==> src/rtl/eh2_pkg.sv <==
// Shared types for the EH2 execution-unit divider.
package eh2_pkg;

    // Widest thread id the divider packet can carry; the divider zero-extends
    // its own thread id into this field.
    localparam int EH2_DIV_TIDW = 4;

    typedef enum logic [2:0] {
        DIV_IDLE,
        DIV_SKIP,
        DIV_ITER,
        DIV_FIX,
        DIV_DONE
    } eh2_div_gen_state_t;

    typedef struct packed {
        logic                    valid;
        logic                    unsign;
        logic                    rem;
        logic [EH2_DIV_TIDW-1:0] tid;
    } eh2_div_gen_pkt_t;

    // Width of the iteration counter: must hold WIDTH/BPC itself.
    function automatic int eh2_div_cntw(input int w, input int bpc);
        return $clog2(w / bpc) + 1;
    endfunction

endpackage

==> src/rtl/eh2_div_lzc.sv <==
// Leading-zero counter; an all-zero input reports WIDTH.
module eh2_div_lzc #(
    parameter  int WIDTH = 32,
    localparam int CW    = $clog2(WIDTH) + 1
) (
    input  logic [WIDTH-1:0] i_data,
    output logic [CW-1:0]    o_lz
);

    // Scan upward so the most significant set bit wins.
    always_comb begin
        o_lz = CW'(WIDTH);
        for (int i = 0; i < WIDTH; i++) begin
            if (i_data[i]) o_lz = CW'(WIDTH - 1 - i);
        end
    end

endmodule

==> src/rtl/eh2_exu_div_gen.sv <==
// Iterative restoring divider: BPC quotient bits per cycle, leading-zero
// early-out, fixed-latency RISC-V special cases, per-thread cancel.
module eh2_exu_div_gen
    import eh2_pkg::*;
#(
    parameter  int WIDTH       = 32,
    parameter  int BPC         = 1,
    parameter  int NUM_THREADS = 2,
    localparam int TIDW        = (NUM_THREADS > 1) ? $clog2(NUM_THREADS) : 1
) (
    input  logic             clk,
    input  logic             rst,
    input  logic             in_valid,
    output logic             in_ready,
    input  logic [TIDW-1:0]  in_tid,
    input  logic             in_unsign,
    input  logic             in_rem,
    input  logic [WIDTH-1:0] dividend,
    input  logic [WIDTH-1:0] divisor,
    input  logic             cancel,
    input  logic [TIDW-1:0]  cancel_tid,
    output logic             busy,
    output logic             out_valid,
    output logic [TIDW-1:0]  out_tid,
    output logic [WIDTH-1:0] out
);

    localparam int LZW  = $clog2(WIDTH) + 1;
    localparam int CNTW = eh2_div_cntw(WIDTH, BPC);
    localparam int BSH  = $clog2(BPC);

    eh2_div_gen_state_t r_state, w_state_nxt;
    eh2_div_gen_pkt_t   r_pkt;
    logic               r_neg_a, r_neg_b;
    logic [WIDTH-1:0]   r_a;      // |A|, shifted out MSB-first during ITER
    logic [WIDTH-1:0]   r_b;      // |B|
    logic [WIDTH-1:0]   r_rmd;    // partial remainder
    logic [WIDTH-1:0]   r_q;      // quotient shift register
    logic [CNTW-1:0]    r_cnt;
    logic [WIDTH-1:0]   r_out;
    logic [TIDW-1:0]    r_out_tid;

    logic               w_acc, w_kill;
    logic               w_div0, w_ovf, w_special;
    logic [LZW-1:0]     w_lz, w_skip, w_nbits;
    logic [CNTW-1:0]    w_n;
    logic [WIDTH-1:0]   w_min, w_sa, w_spec_res, w_fix_res;
    logic [WIDTH-1:0]   w_in_abs_a, w_in_abs_b;

    // ---------------------------------------------------------------
    // Handshake and cancel qualification
    // ---------------------------------------------------------------
    assign in_ready  = ~rst & ((r_state == DIV_IDLE) | (r_state == DIV_DONE));
    // A request flushed in the same cycle it is offered is never taken.
    assign w_acc     = in_valid & in_ready & ~(cancel & (cancel_tid == in_tid));
    assign w_kill    = cancel & (r_pkt.tid == EH2_DIV_TIDW'(cancel_tid));
    assign busy      = (r_state != DIV_IDLE);
    assign out_valid = (r_state == DIV_DONE) & r_pkt.valid & ~w_kill;
    assign out       = r_out;
    assign out_tid   = r_out_tid;

    assign w_in_abs_a = (~in_unsign & dividend[WIDTH-1]) ? -dividend : dividend;
    assign w_in_abs_b = (~in_unsign & divisor[WIDTH-1])  ? -divisor  : divisor;

    // ---------------------------------------------------------------
    // SKIP-cycle decode: special cases and leading-zero early-out
    // ---------------------------------------------------------------
    assign w_min     = {1'b1, {(WIDTH-1){1'b0}}};
    assign w_div0    = (r_b == '0);
    // Signed most-negative / -1: both magnitudes are exact (2^(W-1) and 1).
    assign w_ovf     = ~r_pkt.unsign & r_neg_a & r_neg_b & (r_a == w_min)
                     & (r_b == WIDTH'(1));
    assign w_special = w_div0 | w_ovf;
    // Original dividend rebuilt from magnitude and sign.
    assign w_sa      = r_neg_a ? -r_a : r_a;
    assign w_spec_res = w_div0 ? (r_pkt.rem ? w_sa : '1)
                               : (r_pkt.rem ? '0   : w_sa);

    eh2_div_lzc #(.WIDTH(WIDTH)) u_lzc (
        .i_data (r_a),
        .o_lz   (w_lz)
    );

    // Round the skip down to a whole number of iteration cycles.
    assign w_skip  = w_lz & ~LZW'(BPC - 1);
    assign w_nbits = LZW'(WIDTH) - w_skip;
    assign w_n     = CNTW'(w_nbits >> BSH);

    // ---------------------------------------------------------------
    // BPC cascaded restoring steps
    // ---------------------------------------------------------------
    logic [WIDTH-1:0] w_rmd [BPC+1];
    logic [WIDTH-1:0] w_ap  [BPC+1];
    logic [WIDTH-1:0] w_qp  [BPC+1];

    assign w_rmd[0] = r_rmd;
    assign w_ap[0]  = r_a;
    assign w_qp[0]  = r_q;

    for (genvar g = 0; g < BPC; g++) begin : g_step
        logic [WIDTH:0]   w_sh;
        logic [WIDTH-1:0] w_sub;
        logic             w_ge;
        assign w_sh  = {w_rmd[g], w_ap[g][WIDTH-1]};
        assign w_ge  = (w_sh >= {1'b0, r_b});
        // When w_ge the difference is below |B|, so it fits WIDTH bits.
        assign w_sub = w_sh[WIDTH-1:0] - r_b;
        assign w_rmd[g+1] = w_ge ? w_sub : w_sh[WIDTH-1:0];
        assign w_ap[g+1]  = {w_ap[g][WIDTH-2:0], 1'b0};
        assign w_qp[g+1]  = {w_qp[g][WIDTH-2:0], w_ge};
    end

    // Sign fix-up and result select.
    assign w_fix_res = r_pkt.rem
        ? ((~r_pkt.unsign & r_neg_a)             ? -r_rmd : r_rmd)
        : ((~r_pkt.unsign & (r_neg_a ^ r_neg_b)) ? -r_q   : r_q);

    // ---------------------------------------------------------------
    // FSM
    // ---------------------------------------------------------------
    // State register.
    always_ff @(posedge clk) begin
        if (rst) r_state <= DIV_IDLE;
        else     r_state <= w_state_nxt;
    end

    // Next-state decode; a matching cancel collapses any live op to IDLE.
    always_comb begin
        w_state_nxt = r_state;
        case (r_state)
            DIV_IDLE: if (w_acc) w_state_nxt = DIV_SKIP;
            DIV_SKIP: begin
                if (w_special)       w_state_nxt = DIV_DONE;
                else if (w_n == '0)  w_state_nxt = DIV_FIX;
                else                 w_state_nxt = DIV_ITER;
            end
            DIV_ITER: if (r_cnt == CNTW'(1)) w_state_nxt = DIV_FIX;
            DIV_FIX:  w_state_nxt = DIV_DONE;
            // The finished op is already retired (or suppressed); a new
            // request handshaken here must not be lost, so it still starts.
            DIV_DONE: w_state_nxt = w_acc ? DIV_SKIP : DIV_IDLE;
            default:  w_state_nxt = DIV_IDLE;
        endcase
        if (w_kill && (r_state == DIV_SKIP || r_state == DIV_ITER ||
                       r_state == DIV_FIX))
            w_state_nxt = DIV_IDLE;
    end

    // Datapath: operand capture, pre-shift, iteration and result register.
    always_ff @(posedge clk) begin
        if (rst) begin
            r_pkt     <= '0;
            r_neg_a   <= 1'b0;
            r_neg_b   <= 1'b0;
            r_a       <= '0;
            r_b       <= '0;
            r_rmd     <= '0;
            r_q       <= '0;
            r_cnt     <= '0;
            r_out     <= '0;
            r_out_tid <= '0;
        end else begin
            if (w_state_nxt == DIV_IDLE) r_pkt.valid <= 1'b0;
            case (r_state)
                DIV_SKIP: begin
                    r_a   <= r_a << w_skip;
                    r_rmd <= '0;
                    r_q   <= '0;
                    r_cnt <= w_n;
                    if (w_special && !w_kill) begin
                        r_out     <= w_spec_res;
                        r_out_tid <= r_pkt.tid[TIDW-1:0];
                    end
                end
                DIV_ITER: begin
                    r_rmd <= w_rmd[BPC];
                    r_a   <= w_ap[BPC];
                    r_q   <= w_qp[BPC];
                    r_cnt <= r_cnt - CNTW'(1);
                end
                DIV_FIX: begin
                    if (!w_kill) begin
                        r_out     <= w_fix_res;
                        r_out_tid <= r_pkt.tid[TIDW-1:0];
                    end
                end
                default: ;
            endcase
            if (w_acc) begin
                r_pkt.valid  <= 1'b1;
                r_pkt.unsign <= in_unsign;
                r_pkt.rem    <= in_rem;
                r_pkt.tid    <= EH2_DIV_TIDW'(in_tid);
                r_neg_a      <= ~in_unsign & dividend[WIDTH-1];
                r_neg_b      <= ~in_unsign & divisor[WIDTH-1];
                r_a          <= w_in_abs_a;
                r_b          <= w_in_abs_b;
            end
        end
    end

endmodule

==> config.mk <==
export PLATFORM = sky130hd
export DESIGN_NAME = eh2_exu_div_gen
export DESIGN_NICKNAME = d
export VERILOG_FILES = /design/src/rtl/eh2_pkg.sv /design/src/rtl/eh2_div_lzc.sv /design/src/rtl/eh2_exu_div_gen.sv
export SDC_FILE = /design/constraint.sdc
export NUM_CORES = 1
export LEC_CHECK = 0
export BUFFER_PORTS_ARGS = -buffer_cell sky130_fd_sc_hd__buf_2
export CAP_MARGIN = 40
export CORE_ASPECT_RATIO = 0.8
export CORE_UTILIZATION = 35
export DETAILED_ROUTE_END_ITERATION = 16
export GPL_TIMING_DRIVEN = 0
export PLACE_DENSITY = 0.54
export SYNTH_ARGS = -nofsm -noshare
export SYNTH_HDL_FRONTEND = slang
export SYNTH_SLANG_ARGS = --single-unit
==> constraint.sdc <==
create_clock -name clk -period 2.98 [get_ports clk]
set_input_delay 0.149 -clock clk [delete_from_list [all_inputs] [get_ports clk]]
set_output_delay 0.149 -clock clk [all_outputs]
set_load 0.02 [all_outputs]
After elaboration in Yosys (flattened, before gate mapping). Index checks and enable logic that the tools add are counted.

Register bits after elaboration: 176. Bits of input ports: 72. Output and inout port bits: 36. Logic and storage cells: 134.

$add $sub $neg: 8. Magnitude comparators: 1. Equal/unequal tests: 11. Shifts and indexed selects: 1. Multiplexer cells: 62. Bitwise logic cells: 22. Reductions and logical operators: 15.

Operator list (number): 32-bit two-way mux (13); 32-bit one-hot mux with 2 select lines (4); 6-bit two-way mux (32); 32-bit negator (5); 33-bit by 32-bit greater-or-equal comparator with 1-bit output (1); 32-bit by 1-bit equality test with 1-bit output (second input constant) (1); 32-bit equality test (second input constant) (1); 32-bit logical NOT (1); 32-bit by 6-bit left shift with 32-bit output (1); 32-bit subtractor (1); 3-bit one-hot mux with 5 select lines (1); 1-bit AND (14); 3-bit two-way mux (4); 6-bit one-hot mux with 2 select lines (1); 7-bit two-way mux (1); 3-bit by 2-bit equality test with 1-bit output (second input constant) (2); 6-bit by 1-bit equality test with 1-bit output (second input constant) (1); 3-bit logical NOT (2); 6-bit logical NOT (1); 2-bit nonzero test (3); 3-bit nonzero test (2); 6-bit by 1-bit subtractor with 6-bit output (second input constant) (1); 6-bit subtractor (first input constant) (1); 1-bit two-way mux (5); 13 further kinds (21).

Depth between registers and ports, before layout.
Word-level depth: 41. Mapped depth: 17.

By module. A second synthesis with hierarchy kept.

Cell total of the unflattened synthesis: 1967. Area total of the unflattened synthesis: 14777.9 µm².

By module, submodules not included: eh2_exu_div_gen (instances 1, cells an instance 1902, area an instance 14410.1 µm², sequential area each 3523.4 µm²); eh2_div_lzc (instances 1, cells an instance 65, area an instance 367.9 µm², sequential area each 0.0 µm²).

Worst setup path after synthesis. No wires, ideal clock.

Path kind: register to register. Start point: register r_a[1]. End point: register r_a[29]. Setup time: 0.128 ns. Arrival: 3.172 ns. Required time: 2.852 ns. Path slack: -0.320 ns. Cell stages (with the launch flop): 18. Path buffers: 3. Clock period less this slack: 3.300 ns. Cells stage by stage: dfxtp_1 -> buf_2 -> inv_1 -> ha_1 -> inv_1 -> ha_1 -> nor2b_1 -> o311ai_0 -> a31oi_1 -> o21bai_1 -> buf_4 -> buf_2 -> mux2i_1 -> mux2i_1 -> mux2i_1 -> mux2i_1 -> a221oi_1 -> a21oi_1.

Cells in the longest elaborated chain, start to end: 34.

Ends and longest elaborated chain: start: declaration (RTL line eh2_exu_div_gen.sv:35) `logic [WIDTH-1:0] r_a;`; start signal: assignment (RTL line eh2_exu_div_gen.sv:166) `r_a <= r_a << w_skip;`; start signal: assignment (RTL line eh2_exu_div_gen.sv:177) `r_a <= w_ap[BPC];`; start signal: assignment (RTL line eh2_exu_div_gen.sv:196) `r_a <= w_in_abs_a;`; 6-bit two-way mux (31 in series) (RTL line eh2_div_lzc.sv:14) `if (i_data[i]) o_lz = CW'(WIDTH - 1 - i);`; 32-bit by 6-bit left shift with 32-bit output * (RTL line eh2_exu_div_gen.sv:166); 32-bit one-hot mux with 2 select lines * (RTL line eh2_exu_div_gen.sv:164) `case (r_state)`; 32-bit two-way mux * (RTL line eh2_exu_div_gen.sv:189) `if (w_acc) begin`.

Mark *: on every way between the ends. The rest lies on a longest branch, timed or not. A chain may end at the register's enable or synchronous reset.

Worst setup path in the final report.
Start point: register r_a[0]. End point: register r_out[27], in the netlist out[27].

Cells in the longest elaborated chain, start to end: 7. Elaborated cells on any way between the ends: 14.

Ends and longest elaborated chain: branches (longest 7 deep; another with 32-bit negator); end signal: assignment (RTL line eh2_exu_div_gen.sv:171) `r_out <= w_spec_res;`; end signal: assignment (RTL line eh2_exu_div_gen.sv:183) `r_out <= w_fix_res;`; end: declaration (RTL line eh2_exu_div_gen.sv:40) `logic [WIDTH-1:0] r_out;`.

Parallel ways; which one is timed is not known. The select of a mux whose other input is x is not followed.

==> results.json <==
{
  "status": "finished, violations left",
  "violations": "setup timing",
  "first_iter_violations": 1942,
  "drive_gt1_share_pct": 29.32,
  "endpoint_kind": "register",
  "grt_pass1_vias": 15180,
  "worst_pin_slew_ns": 0.9425,
  "final-setup-viol-count": 48,
  "routed_via_density": 5.975,
  "finClkSkew_ns": 0.01679,
  "tritoncts": "yes",
  "clk_path_buf_depth": 2,
  "vdd.ir_drop.worst_mv": 0.5352,
  "cts_made_buffers": 17,
  "arrival_ns": 3.70,
  "wl_per_cell_um": 24.48,
  "area_growth_pct": 37.01,
  "hp-class": "in -> reg",
  "gp_congestion": 1.004,
  "rsz0062_at_grt": "yes",
  "synth_cell_types": 74,
  "max_freq_mhz": 298.1,
  "critPathLaunchType": "register",
  "final_max_slew_viol_count": 0,
  "synth.area.top_cells": "dfxtp_1 24%, nor2_1 7.1%, mux2i_1 6.3%",
  "root_buffer": "clkbuf_16",
  "worst_hold_slack_ns": 0.01598,
  "ys.warnings.count": 0,
  "p_per_area_nw_per_um2": 769.2,
  "rows": 66,
  "start_util_pct": 35.80,
  "hold_viol_final": 0,
  "io_pins": 108,
  "crit_fanout": 4,
  "hpwl_mm": 52.21,
  "die-area_um2": 42730,
  "min_period_over_period_pct": 112.6,
  "htreeDepth": 4,
  "die_x_um": 230.9,
  "num_vias": 16950,
  "post-route-min-period_ns": 3.355,
  "clkSinkCount": 176,
  "synth-async-reset-ratio_pct": 0,
  "syn-instance-count": 2031,
  "setup_ws_ns": -0.3747,
  "ant_nets": 0,
  "drc": 0,
  "n_fill_cell": 4116,
  "seq_area_frac_synth_pct": 24.03,
  "synth_area_leader_cell": "dfxtp_1",
  "synth_most_common_cell": "nor2_1",
  "power.leakage_nw": 7.542,
  "crit_type": "reg -> reg",
  "fin_nets": 2395,
  "port_buffers": 107,
  "synth-seq-cells": 176,
  "core-area_um2": 40960,
  "netlist_top_cells_count": "276 x nor2_1, 177 x nand2_1, 176 x dfxtp_1",
  "clk_latency_ns": 0.47,
  "wirelength_mm": 69.43,
  "grt_usage_pct": 31.37,
  "die_h_um": 185.1,
  "grt_first_pass_wirelength_mm": 99.68,
  "slew-limit-headroom_pct": 37.17,
  "antenna_found_initial": 0,
  "drt_pass1_iterations": 7,
  "grt_overflow_total": 0,
  "maxCapViolCount": 0,
  "cts.clk_slew.worst_paths_ns": 0.07,
  "n_antenna_cell": 0,
  "synth_edf_count": 0,
  "crit_required_ns": 3.33,
  "ys.flop_type": "dfxtp_1",
  "synth_area_per_cell_um2": 7.221,
  "grt_max_degree": 18,
  "dpl_worst_slack_ns": -1.489,
  "netlist.area_leader.share_pct": 24.03,
  "synth_area_um2": 14670,
  "synthesis.nets": 2147
}
==> final timing paths <==
check | start | endpoint | slack [ns] | cells past startpoint
max | r_a[0] | out[27] | -0.37 | 12
min | divisor[14] | r_b[14] | 0.02 | 3
max reg2reg | r_a[0] | out[27] | -0.37 | 12
min reg2reg | out[0] | out[0] | 0.45 | 2
==> per-layer routing <==
metal	track usage, %	up-vias	part of all wire, %
li1	-	7805	-
met1	47.86	8130	47
met2	42.44	899	39
met3	7.805	111	12
met4	8.238	0	2.3
met5	0	-	0
==> where the power goes <==
| part | switching, mW | internal [mW] | leakage (nW) | total (mW) |
|---|---|---|---|---|
| Combinational | 5.81 | 4.55 | 5.81 | 10.4 |
| Sequential | 0.261 | 2.49 | 1.45 | 2.75 |
| Clock | 1.14 | 1.20 | 0.281 | 2.35 |
| Total | 7.22 | 8.24 | 7.54 | 15.5 |
==> cell usage in the layout (no fill, tap or decap), types with 48 or more instances in the layout <==
cell type  count
xnor2_1       83
dfxtp_1      135
a21oi_1      138
clkbuf_1      78
o21ai_0      115
inv_1         71
buf_2        120
a211oi_1      48
nor2_1       253
nand2_1      164
nor3_1        51
buf_4         83
xor2_1        88
==> cell families after synthesis <==
kind of cell    count (synthesis)  synth area share (%)
simple gates                  685                 21.37
compound gates                611                 26.76
buf+inv                       235                 6.348
flops                         176                 24.03
xor+xnor                      175                 10.45
mux                           102                 7.039
fa+ha+maj                      47                 4.010
==> state kept, by name, indices dropped and copies added, names as in the netlist <==
register / count
out: 32
out_tid: 1
r_a: 32
r_b: 32
r_cnt: 6
r_neg_a: 1
r_neg_b: 1
r_pkt: 4
r_q: 32
r_rmd: 32
r_state: 3
==> cell type report <==
type	count	area [um2]	share of cell area (%)
Buffer	145	833.3	4.147
Clock buffer	18	439.2	2.186
Clock inverter	14	148.9	0.7410
Inverter	79	319.1	1.588
Multi-Input combinational cell	1620	12240	60.93
Sequential cell	176	3595	17.89
Tap cell	544	680.7	3.388
Timing Repair Buffer	240	1836	9.135
==> metrics by stage <==
step	utilization (%)	setup TNS, ns	total power, mW	cell area, um2	std cells
after global routing	49.06	-14.56	15.89	20090	2836
after detailed placement	39.02	-80.78	8.614	15980	2689
after CTS	45.54	-6.339	13.61	18650	2793
after floorplan	-	0	6.512	14690	2031
after global placement	38.84	-103.38	8.667	15910	2682
final	49.06	-9.487	15.46	20090	2836
==> critical path: stages (launching register included) <==
cell	delay, ns
dfxtp_2	0.33
buf_6	0.13
buf_12	0.13
or4_4	0.54
nand4bb_4	0.27
nand4b_4	0.21
or3_4	0.36
or3_4	0.40
o41ai_4	0.26
xor2_2	0.21
a21oi_2	0.08
nor3_2	0.24
nor3_1	0.08
==> what timing repair did <==
action                                  CTS  global route
endpoints found under the setup margin  119           132
hold buffers                              7             0
setup buffers                            69            46
resized for setup                       344           266
pin swaps                                76           114
endpoints found under the hold margin     7             0
gates cloned                              5             3
Note: power is estimated with default switching activity, not from simulation.
